### src/rtl/emu_clk_sched_if.sv
`default_nettype none
// ============================================================================
// emu_clk_sched_if : host command channel (valid/ready) of the emu run-control
// Rev 1.0
// ============================================================================
interface emu_clk_sched_if #(
  parameter int unsigned STEP_W = 32
) ();
  logic              cmd_valid;
  logic              cmd_ready;
  logic [1:0]        cmd_op;
  logic [STEP_W-1:0] cmd_arg;

  modport master (
    output cmd_valid,
    output cmd_op,
    output cmd_arg,
    input  cmd_ready
  );

  modport slave (
    input  cmd_valid,
    input  cmd_op,
    input  cmd_arg,
    output cmd_ready
  );
endinterface
`default_nettype wire

### src/rtl/emu_clk_sched.sv
`default_nettype none
// ============================================================================
// emu_clk_sched : run/pause/step/reset scheduler gating the emulator via a
// registered clock-enable. Optional stop-time feature: EMU_STOP_TIME_EN.
// Rev 1.0
// ============================================================================
module emu_clk_sched #(
  parameter int unsigned RST_CYCLES = 16,
  parameter int unsigned STEP_W     = 32,
  parameter int unsigned CNT_W      = 64
) (
  input  logic               emu_clk,
  input  logic               emu_rst,
  input  logic               locked,
  emu_clk_sched_if.slave     cmd,
`ifdef EMU_STOP_TIME_EN
  input  logic               stop_en,
  input  logic [CNT_W-1:0]   stop_time,
`endif
  output logic               dut_rst,
  output logic               emu_clk_en,
  output logic [CNT_W-1:0]   cycle_count,
  output logic [2:0]         state
);

  typedef enum logic [2:0] {
    ST_HOLD    = 3'd0,
    ST_IDLE    = 3'd1,
    ST_RUN     = 3'd2,
    ST_STEP    = 3'd3,
    ST_STOPPED = 3'd4
  } state_e;

  localparam logic [1:0] c_op_pause = 2'b00;
  localparam logic [1:0] c_op_run   = 2'b01;
  localparam logic [1:0] c_op_step  = 2'b10;

  localparam int unsigned         c_hold_w    = (RST_CYCLES > 1) ? $clog2(RST_CYCLES) : 1;
  localparam logic [c_hold_w-1:0] c_hold_last = c_hold_w'(RST_CYCLES - 1);
  localparam logic [c_hold_w-1:0] c_hold_one  = c_hold_w'(1);
  localparam logic [STEP_W-1:0]   c_step_one  = STEP_W'(1);

  state_e              state_q, state_d;
  logic                locked_meta_q, locked_meta_d;
  logic                locked_sync_q, locked_sync_d;
  logic [c_hold_w-1:0] hold_cnt_q, hold_cnt_d;
  logic [STEP_W-1:0]   step_rem_q, step_rem_d;
  logic [CNT_W-1:0]    cycle_cnt_q, cycle_cnt_d;
  logic                clk_en_q, clk_en_d;
  logic                dut_rst_q, dut_rst_d;
  logic                pend_q, pend_d;
  logic [1:0]          pend_op_q, pend_op_d;
  logic [STEP_W-1:0]   pend_arg_q, pend_arg_d;

  logic                w_cmd_fire;
  logic                w_cmd_live;
  logic                w_stop_hit;
  logic [CNT_W-1:0]    w_cycle_cnt_nxt;

  assign cmd.cmd_ready = (state_q == ST_IDLE) || (state_q == ST_RUN) ||
                         (state_q == ST_STEP) || (state_q == ST_STOPPED);
  assign w_cmd_fire    = cmd.cmd_valid && cmd.cmd_ready;

  // Count value after this edge; the stop check looks at it so the counter
  // lands exactly on stop_time rather than one past it.
  assign w_cycle_cnt_nxt = cycle_cnt_q + CNT_W'(clk_en_q);

`ifdef EMU_STOP_TIME_EN
  assign w_stop_hit = stop_en && (w_cycle_cnt_nxt >= stop_time);
`else
  assign w_stop_hit = 1'b0;
`endif

  // A command captured last cycle is applied now; STOPPED only honours RESET.
  assign w_cmd_live = pend_q &&
                      ((state_q == ST_IDLE) || (state_q == ST_RUN) || (state_q == ST_STEP) ||
                       ((state_q == ST_STOPPED) && (pend_op_q == 2'b11)));

  always_comb begin
    locked_meta_d = locked;
    locked_sync_d = locked_meta_q;
    state_d       = state_q;
    clk_en_d      = 1'b0;
    hold_cnt_d    = hold_cnt_q;
    step_rem_d    = step_rem_q;
    cycle_cnt_d   = w_cycle_cnt_nxt;
    pend_d        = w_cmd_fire;
    pend_op_d     = w_cmd_fire ? cmd.cmd_op  : pend_op_q;
    pend_arg_d    = w_cmd_fire ? cmd.cmd_arg : pend_arg_q;

    case (state_q)
      ST_HOLD: begin
        if (!locked_sync_q) begin
          hold_cnt_d = '0;
        end else if (hold_cnt_q == c_hold_last) begin
          state_d    = ST_IDLE;
          hold_cnt_d = '0;
        end else begin
          hold_cnt_d = hold_cnt_q + c_hold_one;
        end
      end
      ST_IDLE: begin
        clk_en_d = 1'b0;
      end
      ST_RUN: begin
        if (w_stop_hit) begin
          state_d = ST_STOPPED;
        end else begin
          clk_en_d = 1'b1;
        end
      end
      ST_STEP: begin
        if (w_stop_hit) begin
          state_d    = ST_STOPPED;
          step_rem_d = '0;
        end else if (step_rem_q == c_step_one) begin
          state_d    = ST_IDLE;
          step_rem_d = '0;
        end else begin
          step_rem_d = step_rem_q - c_step_one;
          clk_en_d   = 1'b1;
        end
      end
      ST_STOPPED: begin
        clk_en_d = 1'b0;
      end
      default: begin
        state_d    = ST_HOLD;
        hold_cnt_d = '0;
        step_rem_d = '0;
      end
    endcase

    if (w_cmd_live) begin
      case (pend_op_q)
        c_op_pause: begin
          state_d    = ST_IDLE;
          clk_en_d   = 1'b0;
          step_rem_d = '0;
        end
        c_op_run: begin
          state_d    = ST_RUN;
          clk_en_d   = !w_stop_hit;
          step_rem_d = '0;
        end
        c_op_step: begin
          // A zero-length step leaves whatever was in progress untouched.
          if (pend_arg_q != '0) begin
            state_d    = ST_STEP;
            step_rem_d = pend_arg_q;
            clk_en_d   = !w_stop_hit;
          end
        end
        default: begin
          state_d     = ST_HOLD;
          clk_en_d    = 1'b0;
          cycle_cnt_d = '0;
          hold_cnt_d  = '0;
          step_rem_d  = '0;
        end
      endcase
    end

    if (!locked_sync_q && (state_q != ST_HOLD)) begin
      state_d     = ST_HOLD;
      clk_en_d    = 1'b0;
      hold_cnt_d  = '0;
      step_rem_d  = '0;
      cycle_cnt_d = w_cycle_cnt_nxt;
    end

    dut_rst_d = (state_d == ST_HOLD);
  end

  always_ff @(posedge emu_clk) begin
    if (emu_rst) begin
      state_q       <= ST_HOLD;
      locked_meta_q <= 1'b0;
      locked_sync_q <= 1'b0;
      hold_cnt_q    <= '0;
      step_rem_q    <= '0;
      cycle_cnt_q   <= '0;
      clk_en_q      <= 1'b0;
      dut_rst_q     <= 1'b1;
      pend_q        <= 1'b0;
      pend_op_q     <= '0;
      pend_arg_q    <= '0;
    end else begin
      state_q       <= state_d;
      locked_meta_q <= locked_meta_d;
      locked_sync_q <= locked_sync_d;
      hold_cnt_q    <= hold_cnt_d;
      step_rem_q    <= step_rem_d;
      cycle_cnt_q   <= cycle_cnt_d;
      clk_en_q      <= clk_en_d;
      dut_rst_q     <= dut_rst_d;
      pend_q        <= pend_d;
      pend_op_q     <= pend_op_d;
      pend_arg_q    <= pend_arg_d;
    end
  end

  assign dut_rst     = dut_rst_q;
  assign emu_clk_en  = clk_en_q;
  assign cycle_count = cycle_cnt_q;
  assign state       = state_q;

endmodule
`default_nettype wire

### src/flat_wrapper.sv
// flat-port wrapper written by rule: the top's interface ports become plain ports
module emu_clk_sched_flat 
#(
  parameter int unsigned RST_CYCLES = 16,
  parameter int unsigned STEP_W     = 32,
  parameter int unsigned CNT_W      = 64
)
  (emu_clk, emu_rst, locked, dut_rst, emu_clk_en, cycle_count, state, cmd_cmd_valid, cmd_cmd_op, cmd_cmd_arg, cmd_cmd_ready);
  emu_clk_sched_if #(.STEP_W(STEP_W)) cmd_i ();
  input  logic emu_clk;
  input  logic emu_rst;
  input  logic locked;
  output logic dut_rst;
  output logic emu_clk_en;
  output logic [CNT_W-1:0] cycle_count;
  output logic [2:0] state;
  input wire logic [$bits(cmd_i.cmd_valid)-1:0] cmd_cmd_valid;
  input wire logic [$bits(cmd_i.cmd_op)-1:0] cmd_cmd_op;
  input wire logic [$bits(cmd_i.cmd_arg)-1:0] cmd_cmd_arg;
  output wire logic [$bits(cmd_i.cmd_ready)-1:0] cmd_cmd_ready;
  assign cmd_i.cmd_valid = cmd_cmd_valid;
  assign cmd_i.cmd_op = cmd_cmd_op;
  assign cmd_i.cmd_arg = cmd_cmd_arg;
  assign cmd_cmd_ready = cmd_i.cmd_ready;
  emu_clk_sched #(.RST_CYCLES(RST_CYCLES), .STEP_W(STEP_W), .CNT_W(CNT_W)) u_core (.emu_clk(emu_clk), .emu_rst(emu_rst), .locked(locked), .cmd(cmd_i), .dut_rst(dut_rst), .emu_clk_en(emu_clk_en), .cycle_count(cycle_count), .state(state));
endmodule
### config.mk
export PLATFORM = sky130hd
export DESIGN_NAME = emu_clk_sched_flat
export DESIGN_NICKNAME = d
export VERILOG_FILES = /design/src/rtl/emu_clk_sched_if.sv /design/src/rtl/emu_clk_sched.sv /design/src/flat_wrapper.sv
export SDC_FILE = /design/constraint.sdc
export NUM_CORES = 1
export LEC_CHECK = 0
export BUFFER_PORTS_ARGS = -buffer_cell sky130_fd_sc_hd__buf_4
export CORE_MARGIN = 5
export CORE_UTILIZATION = 60
export CTS_CLUSTER_DIAMETER = 150
export DETAILED_ROUTE_END_ITERATION = 8
export HOLD_SLACK_MARGIN = 0.05
export PLACE_DENSITY = 0.84
export SLEW_MARGIN = 10
export SYNTH_ARGS = -nofsm -noshare
export SYNTH_HDL_FRONTEND = slang
export SYNTH_SLANG_ARGS = --single-unit
### constraint.sdc
create_clock -name emu_clk -period 3.6 [get_ports emu_clk]
set_clock_uncertainty 0.15 [all_clocks]
set_input_delay 0 -clock emu_clk [delete_from_list [all_inputs] [get_ports emu_clk]]
set_output_delay 0 -clock emu_clk [all_outputs]
set_load 0.1 [all_outputs]
==> results.sh, run 1 <==
export IMPL_diodes=0
export IMPL_slew_headroom=0.211
export IMPL_required_ps=3820
export IMPL_fmax_mhz=295
export IMPL_wl_um=19800
export IMPL_drtPass1Iterations=5
export IMPL_port_buffers=107
export IMPL_final_nets=1050
export IMPL_dp_hpwl_um=11900
export IMPL_p_sw_frac=0.214
export IMPL_crit_type="flop to flop"
export IMPL_cts_max_path_buffers=2
export IMPL_end_kind="flop"
export IMPL_gp_congestion=0.959
export IMPL_ys_ff_latch=142
export IMPL_outcome="finished clean"
export IMPL_grt_util_met3=0.0658
export IMPL_critPathArrivalTime_ps=3610
export IMPL_initial_core_util=0.605
export IMPL_syn_inst=836
export IMPL_die_height_um=117
export IMPL_avgSynthCellArea_um2=8.16
export IMPL_power_density_mw_per_mm2=372
export IMPL_power_frac_comb=0.030
export IMPL_route_vias_total=7062
export IMPL_p_int_w=0.00263
export IMPL_synth_edff_count=0
export IMPL_fin_hold_ws_ps=291
export IMPL_rows=39
export IMPL_grt_max_degree=65
export IMPL_power_frac_seq=0.471
export IMPL_drive_gt1_frac=0.165
export IMPL_drv_slew=0
export IMPL_cts_buffers_inserted=17
export IMPL_cts_root_buf="clkbuf_16"
export IMPL_finalHoldViolations=0
export IMPL_cts_setup_buffers=0
export IMPL_avgRoutedWirePerCell_um=17.1
export IMPL_clock_latency_ps=430
export IMPL_clock_sinks=142
export IMPL_setup_viol=0
export IMPL_via_per_inst=6.10
export IMPL_grt_util_met2=0.482
export IMPL_antenna_found_initial=0
export IMPL_cp_max_fo=34
export IMPL_cap_violations=0
export IMPL_start_kind="flop"
export IMPL_period_share=0.942
export IMPL_yosysWarnings=0
export IMPL_grt_pass1_vias=6722
export IMPL_n_fill_cell=746
export IMPL_post_route_drc_count=0
export IMPL_cts_tree="yes"
export IMPL_grt_met1_usage=0.374
export IMPL_area_delta_synth_final_pct=31.7
export IMPL_busiest_layer="met2"
export IMPL_period_minus_slack_ps=3390
export IMPL_ys_seq_area_frac=0.417
export IMPL_cts_clk_slew_worst_paths_ps=60
export IMPL_htree_levels=4
export IMPL_p_switching_w=0.000713
export IMPL_coreArea_mm2=0.0113
export IMPL_drt_iter0_drc=1008
export IMPL_grt_pass1_wl_um=32500
export IMPL_clock_power_share=0.498
export IMPL_track_usage=0.298
export IMPL_synth_distinct_cells=63
export IMPL_irDropWorstVdd_v=0.000317
export IMPL_dieWidth_um=117
export IMPL_synth_main_ff_cell="dfxtp_1"
export IMPL_finalSetupTns_ps=0
export IMPL_p_leak_nw=3.65
export IMPL_hold_path_class="flop to flop"
export IMPL_tightest_slew_ps=1180
export IMPL_async_flop_share=0
export IMPL_rsz0062_at_grt="no"
export IMPL_ant_nets=0
export IMPL_top_level_ports=108
export IMPL_synth_area_mm2=0.00682
export IMPL_grt_overflow_total=0
export IMPL_dieArea_mm2=0.0136
export IMPL_syn_nets=884
Yosys cell counts (12+ instances only):
master,n,area [um2]
xor2_1,54,473
nor2_1,97,364
inv_1,12,45.0
and3_1,14,87.6
a21oi_1,52,260
o21ai_0,35,175
nand4_1,24,150
nand2_1,130,488
clkbuf_1,25,93.8
buf_2,12,60.1
nand3_1,43,215
nor3_1,25,125
dfxtp_1,142,2840
nor4_1,25,156
kinds of logic after synthesis:
kind of cell               after synthesis  synth area share
xor gates and xnor gates                64            0.0822
buffers and inverters                   55            0.0363
AOI/OAI and AO/OA                      152             0.143
and+or+nand+nor                        413             0.303
adders and majority gates               10            0.0184
DFF                                    142             0.417
final timing paths:
kind | slack [ps] | cells past startpoint | start | to
worst max register to register | 210 | 7 | u_core.state[0]$_SDFF_PP0_ | u_core.pend_arg_q[15]$_SDFFE_PP0P_
worst min register to register | 290 | 1 | u_core.locked_meta_q$_SDFF_PP0_ | u_core.locked_sync_q$_SDFF_PP0_
worst min-delay path | 290 | 1 | u_core.locked_meta_q$_SDFF_PP0_ | u_core.locked_sync_q$_SDFF_PP0_
worst max-delay path | 210 | 7 | u_core.state[0]$_SDFF_PP0_ | u_core.pend_arg_q[15]$_SDFFE_PP0P_
layout by cell type, fill, tap and decap left out, types with 3 or more instances in the layout:
master / netlist / final
dfxtp_1: 142 / 142
buf_4: 3 / 118
o31ai_1: 11 / 11
clkinv_2: 0 / 6
a221oi_1: 3 / 3
clkbuf_8: 0 / 3
and2_1: 5 / 5
o311ai_0: 3 / 3
a22oi_1: 4 / 4
xor2_1: 54 / 54
xnor2_1: 10 / 10
inv_1: 12 / 12
nor3_2: 3 / 3
dlygate4sd3_1: 0 / 72
nand4_1: 24 / 24
and3_1: 14 / 14
nor2b_1: 5 / 5
clkbuf_16: 0 / 17
nand3_1: 43 / 43
or3_1: 7 / 7
a32oi_1: 8 / 8
nor2_1: 97 / 96
or2_2: 4 / 4
a21oi_1: 52 / 52
nand2_1: 130 / 130
and4_1: 10 / 10
o21ai_0: 35 / 35
ha_1: 10 / 10
nor4_1: 25 / 25
o21ai_1: 5 / 5
clkinvlp_4: 0 / 3
nor3_1: 25 / 25
a211oi_1: 4 / 4
a31oi_1: 4 / 4
nor4b_1: 6 / 6
nand4b_1: 4 / 4
power by group through the flow:
stage	clock network, W	registers (W)	logic (W)
after global placement	0	0.00161	0.0000639
after detailed placement	0	0.00161	0.0000641
final	0.00166	0.00157	0.000101
after floorplan	0	0.00161	0.0000266
after global routing	0.00175	0.00157	0.000107
after CTS	0.00167	0.00157	0.0000962
worst max-delay path: stages (launching register included):
cell	delay, ps
dfxtp_1	440
nor2_1	350
nor2_1	200
nor2_2	240
and2_1	950
nand2_1	190
a21oi_1	240
dlygate4sd3_1	570
per-layer routing:
| layer | routed length [um] | vias to the layer above | part of all wire |
|---|---|---|---|
| li1 | - | 3313 | - |
| met4 | 780 | 0 | 0.039 |
| met2 | 9410 | 401 | 0.47 |
| met1 | 7880 | 3263 | 0.40 |
| met5 | 0 | - | 0 |
| met3 | 1780 | 85 | 0.090 |
flip-flops by register name, summed over array words and instances, names as in the netlist:
signal,cells
u_core.cycle_count,64
u_core.dut_rst,1
u_core.emu_clk_en,1
u_core.hold_cnt_q,4
u_core.locked_meta_q,1
u_core.locked_sync_q,1
u_core.pend_arg_q,32
u_core.pend_op_q,2
u_core.pend_q,1
u_core.state,3
u_core.step_rem_q,32
through the flow:
step	instance area [um2]	setup slack [ps]	total power (W)	util	std cells
after global routing	8980	19.9	0.00343	0.796	1158
final	8980	208	0.00334	0.796	1158
after CTS	8980	330	0.00334	0.796	1158
after global placement	7690	889	0.00167	0.683	1054
after floorplan	6820	288	0.00163	-	836
after detailed placement	7690	831	0.00167	0.683	1054
final cells by class:
class | count | area (um2) | area share
Clock inverter | 11 | 91.3 | 0.0102
Inverter | 12 | 45.0 | 0.00502
Timing Repair Buffer | 190 | 1610 | 0.179
Clock buffer | 21 | 470 | 0.0524
Multi-Input combinational cell | 639 | 3740 | 0.417
Sequential cell | 142 | 2840 | 0.317
Tap cell | 143 | 179 | 0.0199
timing repair:
item                                   CTS  global route
hold buffers                            72             0
gates resized for setup                  0             0
endpoints found under the hold margin   38             0
Power figures use the tool's default switching activity.
==> inputs of run 2 (changes only) <==
==> constraint.sdc (replaced) <==
create_clock -name emu_clk -period 3.6 [get_ports emu_clk]
set_clock_uncertainty 0.15 [all_clocks]
set_input_delay 0 -clock emu_clk [delete_from_list [all_inputs] [get_ports emu_clk]]
set_output_delay 0 -clock emu_clk [all_outputs]
set_load 0.02 [all_outputs]
==> run 2 against run 1 <==
Sequential power about the same. Worst hold slack worse by 2.5 ps. Wire length rose by 1.4%. Die area is the same. Critical path type unchanged. Register-to-register slack improved by 330 ps. Setup slack improved by 330 ps. Cell count about the same. Critical endpoint is now u_core.pend_arg_q[14]$_SDFFE_PP0P_. Via count is 0.89% higher. First-iteration DRC count fell by 8.5%. Count of clock-buffer cells in the layout grew 3.
==> results.sh, run 2 (synthesis results as in run 1) <==
export IMPL_outcome="finished clean"
export IMPL_place_area_mm2=0.00770
export IMPL_grt_pass1_wl_um=32900
export IMPL_via_per_inst=6.16
export IMPL_dieWidth_um=117
export IMPL_rrSetupSlack_ps=540
export IMPL_grt_pass1_vias=6852
export IMPL_wl_um=20100
export IMPL_cp_max_fo=34
export IMPL_cts_clk_slew_worst_paths_ps=60
export IMPL_fin_hold_ws_ps=288
export IMPL_critPathArrivalTime_ps=3260
export IMPL_crit_type="flop to flop"
export IMPL_drt_iter0_drc=922
export IMPL_antenna_found_initial=0
export IMPL_setup_viol=0
export IMPL_top_layer="met4"
export IMPL_htree_levels=4
export IMPL_final_cell_mix="142 x dfxtp_1, 130 x nand2_1, 117 x buf_4"
export IMPL_gp_congestion=0.946
export IMPL_cts_max_path_buffers=2
export IMPL_cts_tree="yes"
export IMPL_grt_overflow_total=0
export IMPL_slew_headroom=0.252
export IMPL_avgRoutedWirePerCell_um=17.4
export IMPL_required_ps=3810
export IMPL_dp_hpwl_um=11600
export IMPL_reg2reg_to="u_core.pend_arg_q[14]$_SDFFE_PP0P_"
export IMPL_fmax_mhz=327
export IMPL_finalSetupTns_ps=0
export IMPL_area_delta_synth_final_pct=31.8
export IMPL_cap_violations=0
export IMPL_wl_met3_um=1750
export IMPL_end_kind="flop"
export IMPL_m1WireLength_um=7980
export IMPL_reg2reg_depth=7
export IMPL_finalHoldViolations=0
export IMPL_whs_endpoint="u_core.locked_sync_q$_SDFF_PP0_"
export IMPL_cts_setup_buffers=0
export IMPL_final_nets=1050
export IMPL_ant_nets=0
export IMPL_wl_met2_um=9620
export IMPL_period_share=0.850
export IMPL_die_height_um=117
export IMPL_route_vias_total=7125
export IMPL_power_density_mw_per_mm2=374
export IMPL_period_minus_slack_ps=3060
export IMPL_start_kind="flop"
export IMPL_diodes=0
export IMPL_timing_rr_start="u_core.state[0]$_SDFF_PP0_"
export IMPL_dieArea_mm2=0.0136
export IMPL_drtPass1Iterations=7
export IMPL_track_usage=0.300
export IMPL_clock_sinks=142
export IMPL_layout_commonest_cell="dfxtp_1"
export IMPL_postLayoutCellArea_mm2=0.00898
export IMPL_largest_register_ffs=64
export IMPL_holdPathStages=1
export IMPL_drv_slew=0
export IMPL_initial_core_util=0.605
export IMPL_rsz0062_at_grt="no"
export IMPL_dp_cells=1054
export IMPL_drive_gt1_frac=0.160
export IMPL_cts_buffers_inserted=17
export IMPL_clock_latency_ps=410
export IMPL_rows=39
export IMPL_port_buffers=107
export IMPL_cts_root_buf="clkbuf_16"
export IMPL_hp_start="u_core.locked_meta_q$_SDFF_PP0_"
export IMPL_hold_path_class="flop to flop"
export IMPL_grt_max_degree=65
export IMPL_coreArea_mm2=0.0113
export IMPL_p_leak_nw=3.66
export IMPL_top_level_ports=108
export IMPL_post_route_drc_count=0
export IMPL_irDropWorstVdd_v=0.000565
export IMPL_final_cells=1157
export IMPL_tightest_slew_ps=1120
## run 2: cell count changes in the layout (fill, tap and decap cells not counted), sizes merged
cell,change
clkbuf,+3
clkinv,-3
clkinvlp,-2
bufinv,+1
## run 2: cell type report
| class | count | area (um2) |
|---|---|---|
| multi-input combinational | 639 | 3740 |
| timing repair buffer | 190 | 1620 |
| inverter | 12 | 45.0 |
| tap | 143 | 179 |
| clock buffer | 24 | 472 |
| clock inverter | 7 | 87.6 |
| fill | 731 | 2290 |
| sequential | 142 | 2840 |
## run 2: worst max-delay path: stages, from the launching register on
cell and delay (ps):
dfxtp_1 440, nor2_1 320, nor2_1 180, nor2_1 300, and2_2 600, nand2_1 180
a21oi_1 230, dlygate4sd3_1 590
## run 2: worst max-delay path by stage
stage                                           startpoint                                  to  slack [ps]  cells after the start
after floorplan           u_core.cycle_count[0]$_SDFF_PP0_   u_core.cycle_count[48]$_SDFF_PP0_        1100                      9
after global placement    u_core.pend_op_q[0]$_SDFFE_PP0P_     u_core.step_rem_q[0]$_SDFF_PP0_         920                      6
after detailed placement  u_core.pend_op_q[0]$_SDFFE_PP0P_    u_core.step_rem_q[31]$_SDFF_PP0_         820                      7
after CTS                       u_core.state[0]$_SDFF_PP0_  u_core.pend_arg_q[23]$_SDFFE_PP0P_         330                      7
after global routing            u_core.state[0]$_SDFF_PP0_  u_core.pend_arg_q[14]$_SDFFE_PP0P_         320                      7
final                           u_core.state[0]$_SDFF_PP0_  u_core.pend_arg_q[14]$_SDFFE_PP0P_         540                      7
## run 2: routing by layer
layer / vias to the layer above / GRT usage
met1: 3317 / 0.359
met2: 408 / 0.495
met5: - / 0
li1: 3308 / -
met3: 92 / 0.0788
met4: 0 / 0.158
## run 2: metrics by stage
stage          utilization  setup WS, ps  total power, W
5_1_grt              0.797           319         0.00346
6_report             0.797           540         0.00336
3_5_place_dp         0.683           822         0.00167
4_1_cts              0.797           329         0.00336
3_3_place_gp         0.683           922         0.00167
2_1_floorplan            -          1100         0.00163
## run 2: repair_timing
item,in CTS,in global routing
hold endpoints to repair,38,0
hold buffers,72,0
setup endpoints to repair,0,5
gates resized for setup,0,1
## run 2: where the power goes
part / switching, W / leakage [nW] / total (W) / internal (W)
combinational: 0.0000443 / 2.24 / 0.000101 / 0.0000568
clock: 0.000637 / 0.274 / 0.00168 / 0.00105
sequential: 0.00000125 / 1.14 / 0.00157 / 0.00157
total: 0.000682 / 3.66 / 0.00336 / 0.00268
==> inputs of run 3 (changes only) <==
--- a/config.mk
+++ b/config.mk
@@ -5,13 +5,14 @@
 export SDC_FILE = /design/constraint.sdc
 export NUM_CORES = 1
 export LEC_CHECK = 0
+export ABC_AREA = 1
 export BUFFER_PORTS_ARGS = -buffer_cell sky130_fd_sc_hd__buf_4
 export CORE_MARGIN = 5
-export CORE_UTILIZATION = 60
+export CORE_UTILIZATION = 53
 export CTS_CLUSTER_DIAMETER = 150
 export DETAILED_ROUTE_END_ITERATION = 8
 export HOLD_SLACK_MARGIN = 0.05
-export PLACE_DENSITY = 0.84
+export PLACE_DENSITY = 0.77
 export SLEW_MARGIN = 10
 export SYNTH_ARGS = -nofsm -noshare
 export SYNTH_HDL_FRONTEND = slang
==> constraint.sdc (replaced) <==
create_clock -name emu_clk -period 2.6 [get_ports emu_clk]
set_clock_uncertainty 0.15 [all_clocks]
set_input_delay 0 -clock emu_clk [delete_from_list [all_inputs] [get_ports emu_clk]]
set_output_delay 0 -clock emu_clk [all_outputs]
set_load 0.02 [all_outputs]
==> run 3 against run 2 <==
Highest routed layer unchanged. Critical endpoint is now u_core.cycle_count[41]$_SDFF_PP0_. Worst hold slack got worse by 75 ps. Global-route usage shrank 2.6 points. Via count grew 19%. Largest power group unchanged.
==> results.sh, run 3 <==
export IMPL_outcome="finished clean"
export IMPL_fmax_mhz=423
export IMPL_hp_start="cmd_cmd_arg[8]"
export IMPL_via_per_inst=5.40
export IMPL_yosysWarnings=0
export IMPL_synth_top_cells_by_count="307 x nor2_1, 298 x nand2_1, 142 x dfxtp_1"
export IMPL_top_level_ports=108
export IMPL_whs_endpoint="u_core.pend_arg_q[8]$_SDFFE_PP0P_"
export IMPL_avgRoutedWirePerCell_um=15.6
export IMPL_start_kind="flop"
export IMPL_p_leak_nw=4.12
export IMPL_clock_sinks=142
export IMPL_setup_viol=0
export IMPL_end_kind="flop"
export IMPL_htree_levels=4
export IMPL_hold_path_class="primary input to flop"
export IMPL_die_height_um=132
export IMPL_dp_hpwl_um=18000
export IMPL_rsz0062_at_grt="no"
export IMPL_grt_pass1_vias=7605
export IMPL_fin_hold_ws_ps=213
export IMPL_critPathArrivalTime_ps=2520
export IMPL_final_cell_mix="307 x nor2_1, 298 x nand2_1, 142 x dfxtp_1"
export IMPL_final_nets=1423
export IMPL_timing_rr_start="u_core.emu_clk_en$_SDFF_PP0_"
export IMPL_synth_top_cell_area_share=0.361
export IMPL_track_usage=0.274
export IMPL_dieWidth_um=132
export IMPL_irDropWorstVdd_v=0.000437
export IMPL_largest_register_ffs=64
export IMPL_syn_nets=1279
export IMPL_tightest_slew_ps=828
export IMPL_cts_max_path_buffers=2
export IMPL_power_density_mw_per_mm2=488
export IMPL_port_buffers=107
export IMPL_period_share=0.910
export IMPL_cts_root_buf="clkbuf_16"
export IMPL_yosys_top_cells_area="dfxtp_1 36%, nor2_1 15%, nand2_1 14%"
export IMPL_power_total_w=0.00479
export IMPL_drt_iter0_drc=848
export IMPL_rrSetupSlack_ps=230
export IMPL_crit_type="flop to flop"
export IMPL_wl_um=24500
export IMPL_slowest_stage="dfxtp_1"
export IMPL_synth_edff_count=0
export IMPL_syn_inst=1231
export IMPL_diodes=0
export IMPL_period_minus_slack_ps=2370
export IMPL_coreArea_mm2=0.0145
export IMPL_dieArea_mm2=0.0174
export IMPL_p_switching_w=0.00107
export IMPL_yosys_cell_count_top_type="nor2_1"
export IMPL_layout_commonest_cell="nor2_1"
export IMPL_holdPathStages=4
export IMPL_initial_core_util=0.541
export IMPL_reg2reg_to="u_core.cycle_count[41]$_SDFF_PP0_"
export IMPL_worstPathCellList="ha_1 > inv_1 > nor2_4 > nand3b_1 > nor3_2 > nand4_1 > nor2_1 > xor2_1 > nor2_1"
export IMPL_cp_common_cell="nor2_1"
export IMPL_avgSynthCellArea_um2=6.39
export IMPL_rows=44
export IMPL_finalHoldViolations=0
export IMPL_finalSetupTns_ps=0
export IMPL_cts_buffers_inserted=17
export IMPL_grt_max_degree=61
export IMPL_slowest_delay_ps=350
export IMPL_reg2reg_depth=9
export IMPL_p_int_w=0.00372
export IMPL_path_delay_family="simple AND/OR/NAND/NOR gates"
export IMPL_clock_power_share=0.513
export IMPL_drv_slew=0
export IMPL_post_route_drc_count=0
export IMPL_cap_violations=0
export IMPL_power_frac_comb=0.032
export IMPL_cts_clk_slew_worst_paths_ps=60
export IMPL_clock_latency_ps=430
export IMPL_antenna_found_initial=0
export IMPL_required_ps=2750
export IMPL_synth_main_ff_cell="dfxtp_1"
export IMPL_ys_ff_latch=142
export IMPL_cp_max_fo=7
export IMPL_grt_overflow_total=0
export IMPL_postLayoutCoreUtil=0.676
export IMPL_drive_gt1_frac=0.128
export IMPL_gp_congestion=0.979
export IMPL_grt_pass1_wl_um=38900
export IMPL_route_vias_total=8488
export IMPL_path_buf_inv=1
export IMPL_async_flop_share=0
export IMPL_area_delta_synth_final_pct=24.9
export IMPL_synth_area_mm2=0.00787
export IMPL_synth_distinct_cells=42
export IMPL_synth_top_cell_by_area="dfxtp_1"
export IMPL_p_sw_frac=0.223
export IMPL_slew_headroom=0.444
export IMPL_power_frac_seq=0.455
export IMPL_drtPass1Iterations=6
export IMPL_cts_tree="yes"
export IMPL_ys_seq_area_frac=0.361
export IMPL_ant_nets=0
==> run 3: cell count changes after synthesis, moves of 17 or more <==
cell and change:
nor4_1 -25, nand2_1 +168, inv_1 +85, nor2_1 +210, a21oi_1 -17, nand3_1 +31
==> run 3: per-stage QoR <==
step / cell area, um2 / setup slack [ps] / cells
after floorplan: 7870 / 458 / 1231
after global placement: 8850 / 360 / 1502
after detailed placement: 8850 / 339 / 1502
after CTS: 9820 / 303 / 1572
after global routing: 9820 / 103 / 1572
final: 9820 / 233 / 1572
==> run 3: kinds of logic (layout without fill, tap and decap cells) <==
group / Yosys count / in the layout / share of synthesized area
xor gates and xnor gates: 59 / 59 / 0.0657
buffers and inverters: 137 / 294 / 0.0697
AOI/OAI and AO/OA: 118 / 118 / 0.0834
adders and majority gates: 10 / 10 / 0.0159
and+or+nand+nor: 765 / 765 / 0.404
DFF: 142 / 142 / 0.361
==> run 3: power groups by stage <==
stage / Clock (W) / Combinational [W] / Sequential (W)
2_1_floorplan: 0 / 0.0000434 / 0.00223
3_3_place_gp: 0 / 0.000100 / 0.00223
3_5_place_dp: 0 / 0.000100 / 0.00223
4_1_cts: 0.00249 / 0.000145 / 0.00218
5_1_grt: 0.00258 / 0.000163 / 0.00218
6_report: 0.00246 / 0.000152 / 0.00218
==> run 3: how the worst max path moves through the flow <==
stage	to	cells past startpoint	start
final	u_core.cycle_count[41]$_SDFF_PP0_	9	u_core.emu_clk_en$_SDFF_PP0_
after global routing	u_core.step_rem_q[4]$_SDFF_PP0_	11	u_core.pend_op_q[0]$_SDFFE_PP0P_
after global placement	u_core.cycle_count[49]$_SDFF_PP0_	10	u_core.emu_clk_en$_SDFF_PP0_
after floorplan	u_core.cycle_count[58]$_SDFF_PP0_	10	u_core.cycle_count[0]$_SDFF_PP0_
after detailed placement	u_core.step_rem_q[16]$_SDFF_PP0_	9	u_core.pend_op_q[0]$_SDFFE_PP0P_
after CTS	u_core.cycle_count[41]$_SDFF_PP0_	9	u_core.cycle_count[0]$_SDFF_PP0_
==> run 3: per-layer routing <==
metal / vias up / wire length (um) / GRT usage
li1: 4188 / - / -
met1: 3886 / 11300 / 0.396
met2: 363 / 10200 / 0.393
met3: 51 / 2450 / 0.0756
met4: 0 / 580 / 0.0926
met5: - / 0 / 0
==> run 3: repair_timing <==
item,in CTS,in global routing
hold buffers,38,0
endpoints found under the hold margin,57,0
gates resized for setup,0,0
endpoints found under the setup margin,0,0
setup buffers,0,0
==> run 3: worst reg2reg max path: cells and delay by family (launching register included) <==
family | cells | cell delay, ps
flip-flops | 1 | 350
AND/OR/NAND/NOR | 6 | 1270
adder cells (fa/ha/maj) | 1 | 210
XOR/XNOR | 1 | 180
buffers and inverters | 1 | 90
==> run 3: area by class of cell <==
type / count / area [um2]
well taps: 184 / 230
fillers: 1308 / 4710
clock inverters: 13 / 153
multi-input cells: 952 / 4480
inverters: 107 / 402
repair buffers: 155 / 1270
clock buffers: 19 / 443
flip-flops and latches: 142 / 2840
